--- src/rtl/dca_matrix_lsu_txn_gen.sv ---
// Matrix LSU transaction generator.
// Takes one matrix load/store instruction and splits it into per-row AXI
// bursts of at most MAX_BURST_LEN beats. Each burst is offered on a
// valid/ready port as bit address, ALEN, opcode and last flag.
module dca_matrix_lsu_txn_gen #(
  parameter int BW_ADDR       = 32,
  parameter int BW_AXI_DATA   = 32,
  parameter int BW_ELEMENT    = 32,
  parameter int BW_DIM        = 8,
  parameter int MAX_BURST_LEN = 16
) (
  input  logic               clk,
  input  logic               rstnn,
  input  logic               clear,
  input  logic               inst_valid,
  output logic               inst_ready,
  input  logic               inst_is_write,
  input  logic [BW_ADDR-1:0] inst_addr,
  input  logic [BW_ADDR-1:0] inst_stride,
  input  logic [BW_DIM-1:0]  inst_num_row_m1,
  input  logic [BW_DIM-1:0]  inst_num_col_m1,
  output logic               txn_valid,
  input  logic               txn_ready,
  output logic [BW_ADDR+2:0] txn_bitaddr,
  output logic [7:0]         txn_alen,
  output logic               txn_is_write,
  output logic               txn_last,
  output logic               busy,
  output logic               done
);

  localparam int BYTES_PER_BEAT = BW_AXI_DATA / 8;
  localparam int OFF_BITS       = (BYTES_PER_BEAT > 1) ? $clog2(BYTES_PER_BEAT) : 0;
  // Wide enough for a full row of beats (up to 2^BW_DIM) and for MAX_BURST_LEN (up to 256).
  localparam int BW_BEATS       = (BW_DIM + 1 > 9) ? BW_DIM + 1 : 9;
  localparam logic [BW_BEATS-1:0] MAX_BEATS   = BW_BEATS'(MAX_BURST_LEN);
  localparam logic [BW_ADDR-1:0]  BURST_BYTES = BW_ADDR'(MAX_BURST_LEN * BYTES_PER_BEAT);

  typedef enum logic [1:0] {S_IDLE, S_ISSUE, S_DONE} state_t;

  state_t              state_q, state_d;
  logic                is_write_q, is_write_d;
  logic [BW_DIM-1:0]   num_row_m1_q, num_row_m1_d;
  logic [BW_DIM-1:0]   row_idx_q, row_idx_d;
  logic [BW_ADDR-1:0]  stride_q, stride_d;
  logic [BW_ADDR-1:0]  row_base_q, row_base_d;
  logic [BW_ADDR-1:0]  cur_addr_q, cur_addr_d;
  logic [BW_BEATS-1:0] row_beats_q, row_beats_d;
  logic [BW_BEATS-1:0] beats_left_q, beats_left_d;

  logic                inst_ready_q, inst_ready_d;
  logic                txn_valid_q, txn_valid_d;
  logic [BW_ADDR+2:0]  txn_bitaddr_q, txn_bitaddr_d;
  logic [7:0]          txn_alen_q, txn_alen_d;
  logic                txn_last_q, txn_last_d;
  logic                busy_q, busy_d;
  logic                done_q, done_d;

  logic [BW_BEATS-1:0] row_beats_calc;
  logic [BW_BEATS-1:0] beats_now;
  logic [BW_ADDR-1:0]  aligned_addr;
  logic                issue_d;

  // Row length in beats and beat-aligned base address of the incoming instruction.
  always_comb begin
    row_beats_calc = BW_BEATS'(((32'(inst_num_col_m1) + 32'd1) * 32'(BW_ELEMENT)
                               + 32'(BW_AXI_DATA) - 32'd1) / 32'(BW_AXI_DATA));
    aligned_addr   = (inst_addr >> OFF_BITS) << OFF_BITS;
  end

  // Next-state, counter update and registered output computation.
  always_comb begin
    state_d      = state_q;
    is_write_d   = is_write_q;
    num_row_m1_d = num_row_m1_q;
    row_idx_d    = row_idx_q;
    stride_d     = stride_q;
    row_base_d   = row_base_q;
    cur_addr_d   = cur_addr_q;
    row_beats_d  = row_beats_q;
    beats_left_d = beats_left_q;

    case (state_q)
      S_IDLE: begin
        if (inst_valid && inst_ready_q) begin
          is_write_d   = inst_is_write;
          num_row_m1_d = inst_num_row_m1;
          stride_d     = inst_stride;
          row_base_d   = aligned_addr;
          cur_addr_d   = aligned_addr;
          row_beats_d  = row_beats_calc;
          beats_left_d = row_beats_calc;
          row_idx_d    = '0;
          state_d      = S_ISSUE;
        end
      end
      S_ISSUE: begin
        if (txn_valid_q && txn_ready) begin
          if (beats_left_q > MAX_BEATS) begin
            beats_left_d = beats_left_q - MAX_BEATS;
            cur_addr_d   = cur_addr_q + BURST_BYTES;
          end else if (txn_last_q) begin
            state_d = S_DONE;
          end else begin
            row_idx_d    = row_idx_q + 1'b1;
            row_base_d   = row_base_q + stride_q;
            cur_addr_d   = row_base_q + stride_q;
            beats_left_d = row_beats_q;
          end
        end
      end
      S_DONE:  state_d = S_IDLE;
      default: state_d = S_IDLE;
    endcase

    // Abort: drop everything and return to IDLE without a done pulse.
    if (clear) begin
      state_d      = S_IDLE;
      is_write_d   = 1'b0;
      num_row_m1_d = '0;
      row_idx_d    = '0;
      stride_d     = '0;
      row_base_d   = '0;
      cur_addr_d   = '0;
      row_beats_d  = '0;
      beats_left_d = '0;
    end

    // Outputs are derived from next-state values so they appear registered.
    issue_d       = (state_d == S_ISSUE);
    beats_now     = (beats_left_d > MAX_BEATS) ? MAX_BEATS : beats_left_d;
    txn_valid_d   = issue_d;
    txn_alen_d    = issue_d ? 8'(beats_now - 1'b1) : 8'd0;
    txn_bitaddr_d = issue_d ? {cur_addr_d, 3'b000} : '0;
    txn_last_d    = issue_d && (row_idx_d == num_row_m1_d) && (beats_left_d <= MAX_BEATS);
    done_d        = (state_d == S_DONE);
    busy_d        = (state_d != S_IDLE);
    inst_ready_d  = (state_d == S_IDLE);
  end

  // State and output registers with asynchronous active-low reset.
  always_ff @(posedge clk or negedge rstnn) begin
    if (!rstnn) begin
      state_q       <= S_IDLE;
      is_write_q    <= 1'b0;
      num_row_m1_q  <= '0;
      row_idx_q     <= '0;
      stride_q      <= '0;
      row_base_q    <= '0;
      cur_addr_q    <= '0;
      row_beats_q   <= '0;
      beats_left_q  <= '0;
      inst_ready_q  <= 1'b1;
      txn_valid_q   <= 1'b0;
      txn_bitaddr_q <= '0;
      txn_alen_q    <= '0;
      txn_last_q    <= 1'b0;
      busy_q        <= 1'b0;
      done_q        <= 1'b0;
    end else begin
      state_q       <= state_d;
      is_write_q    <= is_write_d;
      num_row_m1_q  <= num_row_m1_d;
      row_idx_q     <= row_idx_d;
      stride_q      <= stride_d;
      row_base_q    <= row_base_d;
      cur_addr_q    <= cur_addr_d;
      row_beats_q   <= row_beats_d;
      beats_left_q  <= beats_left_d;
      inst_ready_q  <= inst_ready_d;
      txn_valid_q   <= txn_valid_d;
      txn_bitaddr_q <= txn_bitaddr_d;
      txn_alen_q    <= txn_alen_d;
      txn_last_q    <= txn_last_d;
      busy_q        <= busy_d;
      done_q        <= done_d;
    end
  end

  assign inst_ready   = inst_ready_q;
  assign txn_valid    = txn_valid_q;
  assign txn_bitaddr  = txn_bitaddr_q;
  assign txn_alen     = txn_alen_q;
  assign txn_is_write = is_write_q;
  assign txn_last     = txn_last_q;
  assign busy         = busy_q;
  assign done         = done_q;

endmodule

--- config.mk ---
export PLATFORM = sky130hd
export DESIGN_NAME = dca_matrix_lsu_txn_gen
export DESIGN_NICKNAME = d
export VERILOG_FILES = /design/src/rtl/dca_matrix_lsu_txn_gen.sv
export SDC_FILE = /design/constraint.sdc
export NUM_CORES = 1
export LEC_CHECK = 0
export ABC_CLOCK_PERIOD_IN_PS = 6350
export CAP_MARGIN = 20
export CORE_MARGIN = 2
export CORE_UTILIZATION = 45
export CTS_CLUSTER_SIZE = 25
export DETAILED_ROUTE_END_ITERATION = 10
export GPL_TIMING_DRIVEN = 1
export HOLD_SLACK_MARGIN = 0.15
export PLACE_DENSITY_LB_ADDON = 0.08
export SYNTH_ARGS = -nofsm -noshare
export SYNTH_HDL_FRONTEND = slang
export SYNTH_SLANG_ARGS = --single-unit
--- constraint.sdc ---
create_clock -name clk -period 6.35 [get_ports clk]
set_clock_uncertainty 0.2 [all_clocks]
set_input_delay 1.27 -clock clk [delete_from_list [all_inputs] [get_ports clk]]
set_output_delay 1.27 -clock clk [all_outputs]
set_load 0.005 [all_outputs]
==> results.py, run 1 <==
metrics = {
    "synthesis": {
        "synth-edff-count": 0,
        "synth_area_leaders": "dfrtp_1, nand2_1, a21oi_1, ha_1, nor2_1",
        "ys_seq_area_share_pct": 40.9,
        "synth_ff_type": "dfrtp_1",
        "synthMostInstantiatedCell": "nand2_1",
        "synth_cell_types": 87,
        "avgSynthCellArea_sq_um": 8.49,
        "syn-instance-count": 1284,
        "synth.top_cells.by_count": "nand2_1, dfrtp_1, a21oi_1, nor2_1, clkbuf_1",
        "yosys_warnings": 0,
        "synth.ff_latch_count": 178,
        "synth_area_sq_um": 10900,
        "post-synth-top-area-cell": "dfrtp_1",
        "yosys.area.top_type_share_pct": 40.6,
        "synth-async-reset-ratio_pct": 100,
    },
    "timing": {
        "fin_tns_setup_ps": 0,
        "rsz0062_at_grt": "no",
        "setup_slack_ps": 2000,
        "hold_viol_final": 0,
        "finalCriticalPeriod_ps": 4350,
        "slew_violations": 0,
        "max_freq_mhz": 230,
        "period_share_pct": 68.4,
        "max_slew_margin_pct": 29.4,
        "finalSetupViolCount": 0,
        "worstMarginPinSlew_ps": 1050,
    },
    "place": {
        "gp_congestion": 0.949,
        "pre_cts_ws_ps": 1620,
        "post_dp_cell_area_sq_um": 12500,
        "place.port_buffers": 129,
        "hpwl_microns": 25100,
    },
    "global_route": {
        "grt_pass1_wl_microns": 57700,
        "antenna_found_initial": 0,
        "grt_use_total_pct": 28.8,
        "grt_pass1_vias": 10000,
        "grt_max_degree": 113,
        "overflow": 0,
    },
    "setup_path": {
        "critical_path_class": "input pin to flip-flop",
        "crit_path_end_kind": "flip-flop",
        "crit_required_ps": 6530,
        "start_kind": "input pin",
        "cp.arrival_ps": 4530,
        "cp_max_fo": 28,
    },
    "drt": {
        "via_per_inst": 6.15,
        "drc": 0,
        "drt-total-wl_microns": 36400,
        "drt_iter0_drc": 997,
        "detail_route.wl_per_cell_microns": 21.3,
        "num_vias": 10500,
        "drtAntennaViolNets": 0,
        "firstDrtPassIters": 5,
    },
    "finish": {
        "synthToLayoutAreaGrowth_pct": 20.0,
        "multi_input_area_sq_um": 6050,
        "fillers": 2249,
        "nets": 1503,
        "final_area_sq_um": 13100,
        "layout-drive-gt1-share_pct": 6.82,
        "antenna_cells": 0,
        "seq_area_sq_um": 4460,
    },
    "clock_tree": {
        "cts_buffers": 17,
        "cts_sinks": 178,
        "ctsHoldBuffers": 0,
        "clockBufferDepth": 2,
        "h-tree-depth": 4,
        "clkSlewWorstSetupHoldPaths_ps": 80,
        "cts_tree": "yes",
        "cts_root_buf": "clkbuf_16",
        "clock_latency_ps": 450,
        "ctsResizeCount": 0,
        "post_cts_buffers": 0,
    },
    "floorplan": {
        "fp-row-count": 56,
        "dieHeight_microns": 160,
        "fp.dieW_microns": 160,
        "dieArea_sq_um": 25500,
        "io_pins": 135,
        "core_area_sq_um": 23600,
        "initial_core_util_pct": 46.2,
    },
    "min_path": {
        "hp-class": "flip-flop to flip-flop",
    },
    "pwr": {
        "p_leak_nw": 5.66,
        "power_density_nw_per_um2": 245,
        "irDropWorstVdd_mv": 0.166,
    },
    "run_status": {
        "outcome": "finished, final reports clean",
    },
    "job": {
        "cap_violations": 0,
    },
}
## final cells by class
type / count / area share, %
well taps: 319 / 3.05
clock buffers: 18 / 3.36
inverters: 28 / 0.803
multi-input cells: 999 / 46.2
flip-flops and latches: 178 / 34.0
repair buffers: 155 / 11.4
clock inverters: 14 / 1.11
## cells in the final DEF (no fill, tap or decap), drive strengths merged, types with 20 or more instances in the layout
cell,n
and3,20
o21ai,62
nand2,197
a31oi,23
a21oi,145
nor3,31
clkdlybuf4s50,127
ha,37
a21o,21
a211oi,26
xnor2,22
inv,35
dfrtp,177
buf,27
nand3,44
nor2,109
## where the power goes
part           leakage, nW  total, mW  internal (mW)  switching, mW
Combinational         2.99      0.838          0.312          0.526
Clock                0.277       1.08          0.565          0.514
Sequential            2.39       1.29           1.22         0.0687
Total                 5.66       3.20           2.09           1.11
## registers in the layout (all words and copies together) (netlist names), 8 cells and up
| register | cells |
|---|---|
| txn_alen | 8 |
| txn_bitaddr | 32 |
| num_row_m1_q | 8 |
| row_idx_q | 8 |
| row_base_q | 32 |
| row_beats_q | 9 |
| beats_left_q | 9 |
| stride_q | 32 |
| cur_addr_q | 32 |
## logic make-up (layout without fill, tap and decap cells)
family | count (synthesis) | after routing | share of synthesized area (%)
AOI/OAI and AO/OA | 416 | 416 | 25.1
xor gates and xnor gates | 41 | 41 | 3.29
adders and majority gates | 38 | 38 | 4.43
buffers and inverters | 109 | 215 | 3.96
DFF | 178 | 178 | 40.9
muxes | 12 | 12 | 1.16
other | 1 | 3 | 0.0344
and+or+nand+nor | 489 | 489 | 21.1
## through the flow
step	power [mW]	util, %	hold slack (ps)	instances
finish	3.20	55.4	283	1711
CTS	3.21	55.4	288	1711
global placement	2.12	52.9	259	1678
detailed placement	2.13	53.0	268	1679
global route	3.35	55.4	326	1711
floorplan	1.81	-	243	1286
## worst max-delay path, cell delays in order
cell	delay, ps
clkdlybuf4s50_1	540
and2_1	430
o21ai_1	410
nor2_1	460
o31ai_4	120
buf_4	270
inv_2	320
o2111ai_1	150
a2111oi_0	310
and4_1	240
## routing by layer
layer / up-vias / part of all wire [%] / GRT usage [%] / routed length (microns)
li1: 4897 / - / - / -
met4: 0 / 2.3 / 8.39 / 848
met2: 449 / 47 / 47.1 / 17200
met3: 68 / 6.7 / 3.69 / 2450
met5: - / 0 / 0 / 0
met1: 5115 / 44 / 40.1 / 15900
## final timing paths
check,startpoint,endpoint,slack (ps),cells after the start
worst min-delay path,row_base_q[0],row_base_q[0],280,2
worst min register to register,row_base_q[0],row_base_q[0],280,2
worst max register to register,stride_q[0],cur_addr_q[14],2110,10
min in group asynchronous,rstnn,row_base_q[3],750,1
worst max-delay path,inst_valid,txn_last,2000,10
max in group asynchronous,rstnn,row_base_q[24],4160,2
No activity file was read; power rests on OpenSTA's default activity.
==> inputs of run 2 (changes only) <==
--- a/config.mk
+++ b/config.mk
@@ -5,7 +5,7 @@
 export SDC_FILE = /design/constraint.sdc
 export NUM_CORES = 1
 export LEC_CHECK = 0
-export ABC_CLOCK_PERIOD_IN_PS = 6350
+export ABC_CLOCK_PERIOD_IN_PS = 4400
 export CAP_MARGIN = 20
 export CORE_MARGIN = 2
 export CORE_UTILIZATION = 45
==> constraint.sdc (replaced) <==
create_clock -name clk -period 4.4 [get_ports clk]
set_clock_uncertainty 0.2 [all_clocks]
set_input_delay 0.88 -clock clk [delete_from_list [all_inputs] [get_ports clk]]
set_output_delay 0.88 -clock clk [all_outputs]
set_load 0.005 [all_outputs]
==> run 2 against run 1 <==
Cell area grew 1.4%. Largest cell class unchanged. Die area is the same. Core utilization grew 0.79 points. First-iteration DRC count shrank 20%. Sequential share of layout area shrank 0.48 points. Non-clock buffer count grew 23. Register-to-register slack lost 1400 ps. Sequential power grew 44%. Largest power group unchanged. Power grew 47%. Setup slack lost 1300 ps.
==> results.py, run 2 (synthesis gave the netlist of run 1 again) <==
metrics = {
    "run_status": {
        "outcome": "finished, final reports clean",
    },
    "drt": {
        "drt-total-wl_microns": 37500,
        "dr_wl_met2_microns": 17800,
        "met1_length_microns": 16500,
        "via_per_inst": 6.09,
        "dr.max_layer_used": "met4",
        "num_vias": 10600,
        "drt_iter0_drc": 795,
        "wl_met3_microns": 2430,
        "firstDrtPassIters": 5,
        "drtAntennaViolNets": 0,
        "detail_route.wl_per_cell_microns": 21.7,
        "drc": 0,
    },
    "setup_path": {
        "cp_max_fo": 6,
        "worstReg2RegEnd": "cur_addr_q[24]",
        "cp_top_family": "compound AO/OA/AOI/OAI gates",
        "crit_path_end_kind": "flip-flop",
        "start_kind": "flip-flop",
        "cp.arrival_ps": 3760,
        "r2r_start": "stride_q[0]",
        "slowest_delay_ps": 520,
        "critical-path-slowest-cell": "a211oi_1",
        "worst-path-buf-inv": 1,
        "crit_top_cell": "a211oi_1",
        "cp_cell_sequence": "ha_1, fa_1, a21oi_1, o211ai_1, a211oi_1, buf_4, nand3_1, a31oi_1, xnor2_1, a211oi_1, nor2_1",
        "critical_path_class": "flip-flop to flip-flop",
        "reg2regPathDepth": 11,
        "crit_required_ps": 4510,
        "r2r_slack_ps": 750,
    },
    "job": {
        "cap_violations": 0,
    },
    "place": {
        "dp.cells": 1702,
        "hpwl_microns": 26500,
        "place.port_buffers": 129,
        "gp_congestion": 0.966,
        "pre_cts_ws_ps": 407,
    },
    "min_path": {
        "holdPathStages": 2,
        "hp-start": "row_base_q[0]",
        "hold-path-endpoint": "row_base_q[0]",
        "hp-class": "flip-flop to flip-flop",
    },
    "pwr": {
        "power_density_nw_per_um2": 354,
        "irDropWorstVdd_mv": 0.193,
        "power.switching_mw": 1.62,
        "pwr-share-comb_pct": 26.7,
        "swShare_pct": 34.4,
        "pwr-share-clk_pct": 33.8,
        "p_leak_nw": 5.78,
        "seq_power_share_pct": 39.5,
        "p_int_mw": 3.08,
    },
    "global_route": {
        "grt_max_degree": 94,
        "antenna_found_initial": 0,
        "grt_use_total_pct": 29.5,
        "grt_pass1_vias": 10100,
        "grt_pass1_wl_microns": 58700,
        "overflow": 0,
    },
    "finish": {
        "final_util_pct": 56.2,
        "synthToLayoutAreaGrowth_pct": 21.8,
        "finalNonFillerCells": 1733,
        "nets": 1526,
        "fillers": 2181,
        "multi_input_area_sq_um": 6050,
        "final_cell_mix": "nand2_1, dfrtp_1, a21oi_1",
        "final_common_cell": "nand2_1",
        "seq_area_sq_um": 4460,
        "antenna_cells": 0,
        "layout-drive-gt1-share_pct": 8.20,
    },
    "timing": {
        "max_freq_mhz": 274,
        "fin_tns_setup_ps": 0,
        "finalSetupViolCount": 0,
        "period_share_pct": 83.0,
        "hold_viol_final": 0,
        "max_slew_margin_pct": 33.9,
        "setup_slack_ps": 749,
        "finalCriticalPeriod_ps": 3650,
        "slew_violations": 0,
        "rsz0062_at_grt": "no",
        "worstMarginPinSlew_ps": 984,
    },
    "clock_tree": {
        "cts_tree": "yes",
        "h-tree-depth": 4,
        "ctsHoldBuffers": 0,
        "post_cts_buffers": 0,
        "clock_latency_ps": 450,
        "cts_root_buf": "clkbuf_16",
        "clkSlewWorstSetupHoldPaths_ps": 80,
        "cts_sinks": 178,
        "clockBufferDepth": 2,
        "cts_buffers": 17,
        "ctsResizeCount": 0,
    },
    "floorplan": {
        "dieArea_sq_um": 25500,
        "fp.dieW_microns": 160,
        "core_area_sq_um": 23600,
        "dieHeight_microns": 160,
        "fp-row-count": 56,
        "io_pins": 135,
        "initial_core_util_pct": 46.2,
    },
}
[run 2: area by class of cell]
| class | count | area share, % |
|---|---|---|
| timing repair buffer | 178 | 12.7 |
| sequential | 178 | 33.6 |
| clock inverter | 13 | 1.12 |
| inverter | 28 | 0.792 |
| multi-input combinational | 999 | 45.6 |
| tap | 319 | 3.01 |
| clock buffer | 18 | 3.23 |
[run 2: stage by stage]
stage	cell area, sq um	power, mW	hold WS [ps]
5_1_grt	13300	4.90	310
3_3_place_gp	12700	3.11	256
4_1_cts	13300	4.69	290
3_5_place_dp	12700	3.12	272
2_1_floorplan	10900	2.61	243
6_report	13300	4.69	287
[run 2: worst min-delay path, delay by kind of cell (launching register included)]
family           cells  cell delay [ps]
and+or+nand+nor      2              100
DFF                  1              350
[run 2: how the worst max path moves through the flow]
stage	startpoint	endpoint	slack, ps	depth (start not counted)
2_1_floorplan	inst_num_col_m1[0]	txn_alen[4]	1230	11
3_3_place_gp	inst_num_col_m1[0]	txn_alen[4]	460	12
5_1_grt	stride_q[0]	txn_bitaddr[27]	640	11
6_report	stride_q[0]	cur_addr_q[24]	750	11
3_5_place_dp	inst_num_col_m1[0]	txn_alen[4]	410	12
4_1_cts	inst_num_col_m1[0]	txn_alen[4]	860	12
[run 2: power by group through the flow]
stage | clock [mW] | combinational [mW] | sequential (mW)
2_1_floorplan | 0 | 0.747 | 1.86
3_3_place_gp | 0 | 1.23 | 1.88
3_5_place_dp | 0 | 1.23 | 1.89
4_1_cts | 1.60 | 1.24 | 1.85
5_1_grt | 1.66 | 1.36 | 1.87
6_report | 1.59 | 1.25 | 1.86
[run 2: layer usage]
layer,track usage (%),vias to the layer above
met5,0,-
met4,8.31,0
met3,4.52,52
met2,48.7,404
met1,40.4,5167
li1,-,4932
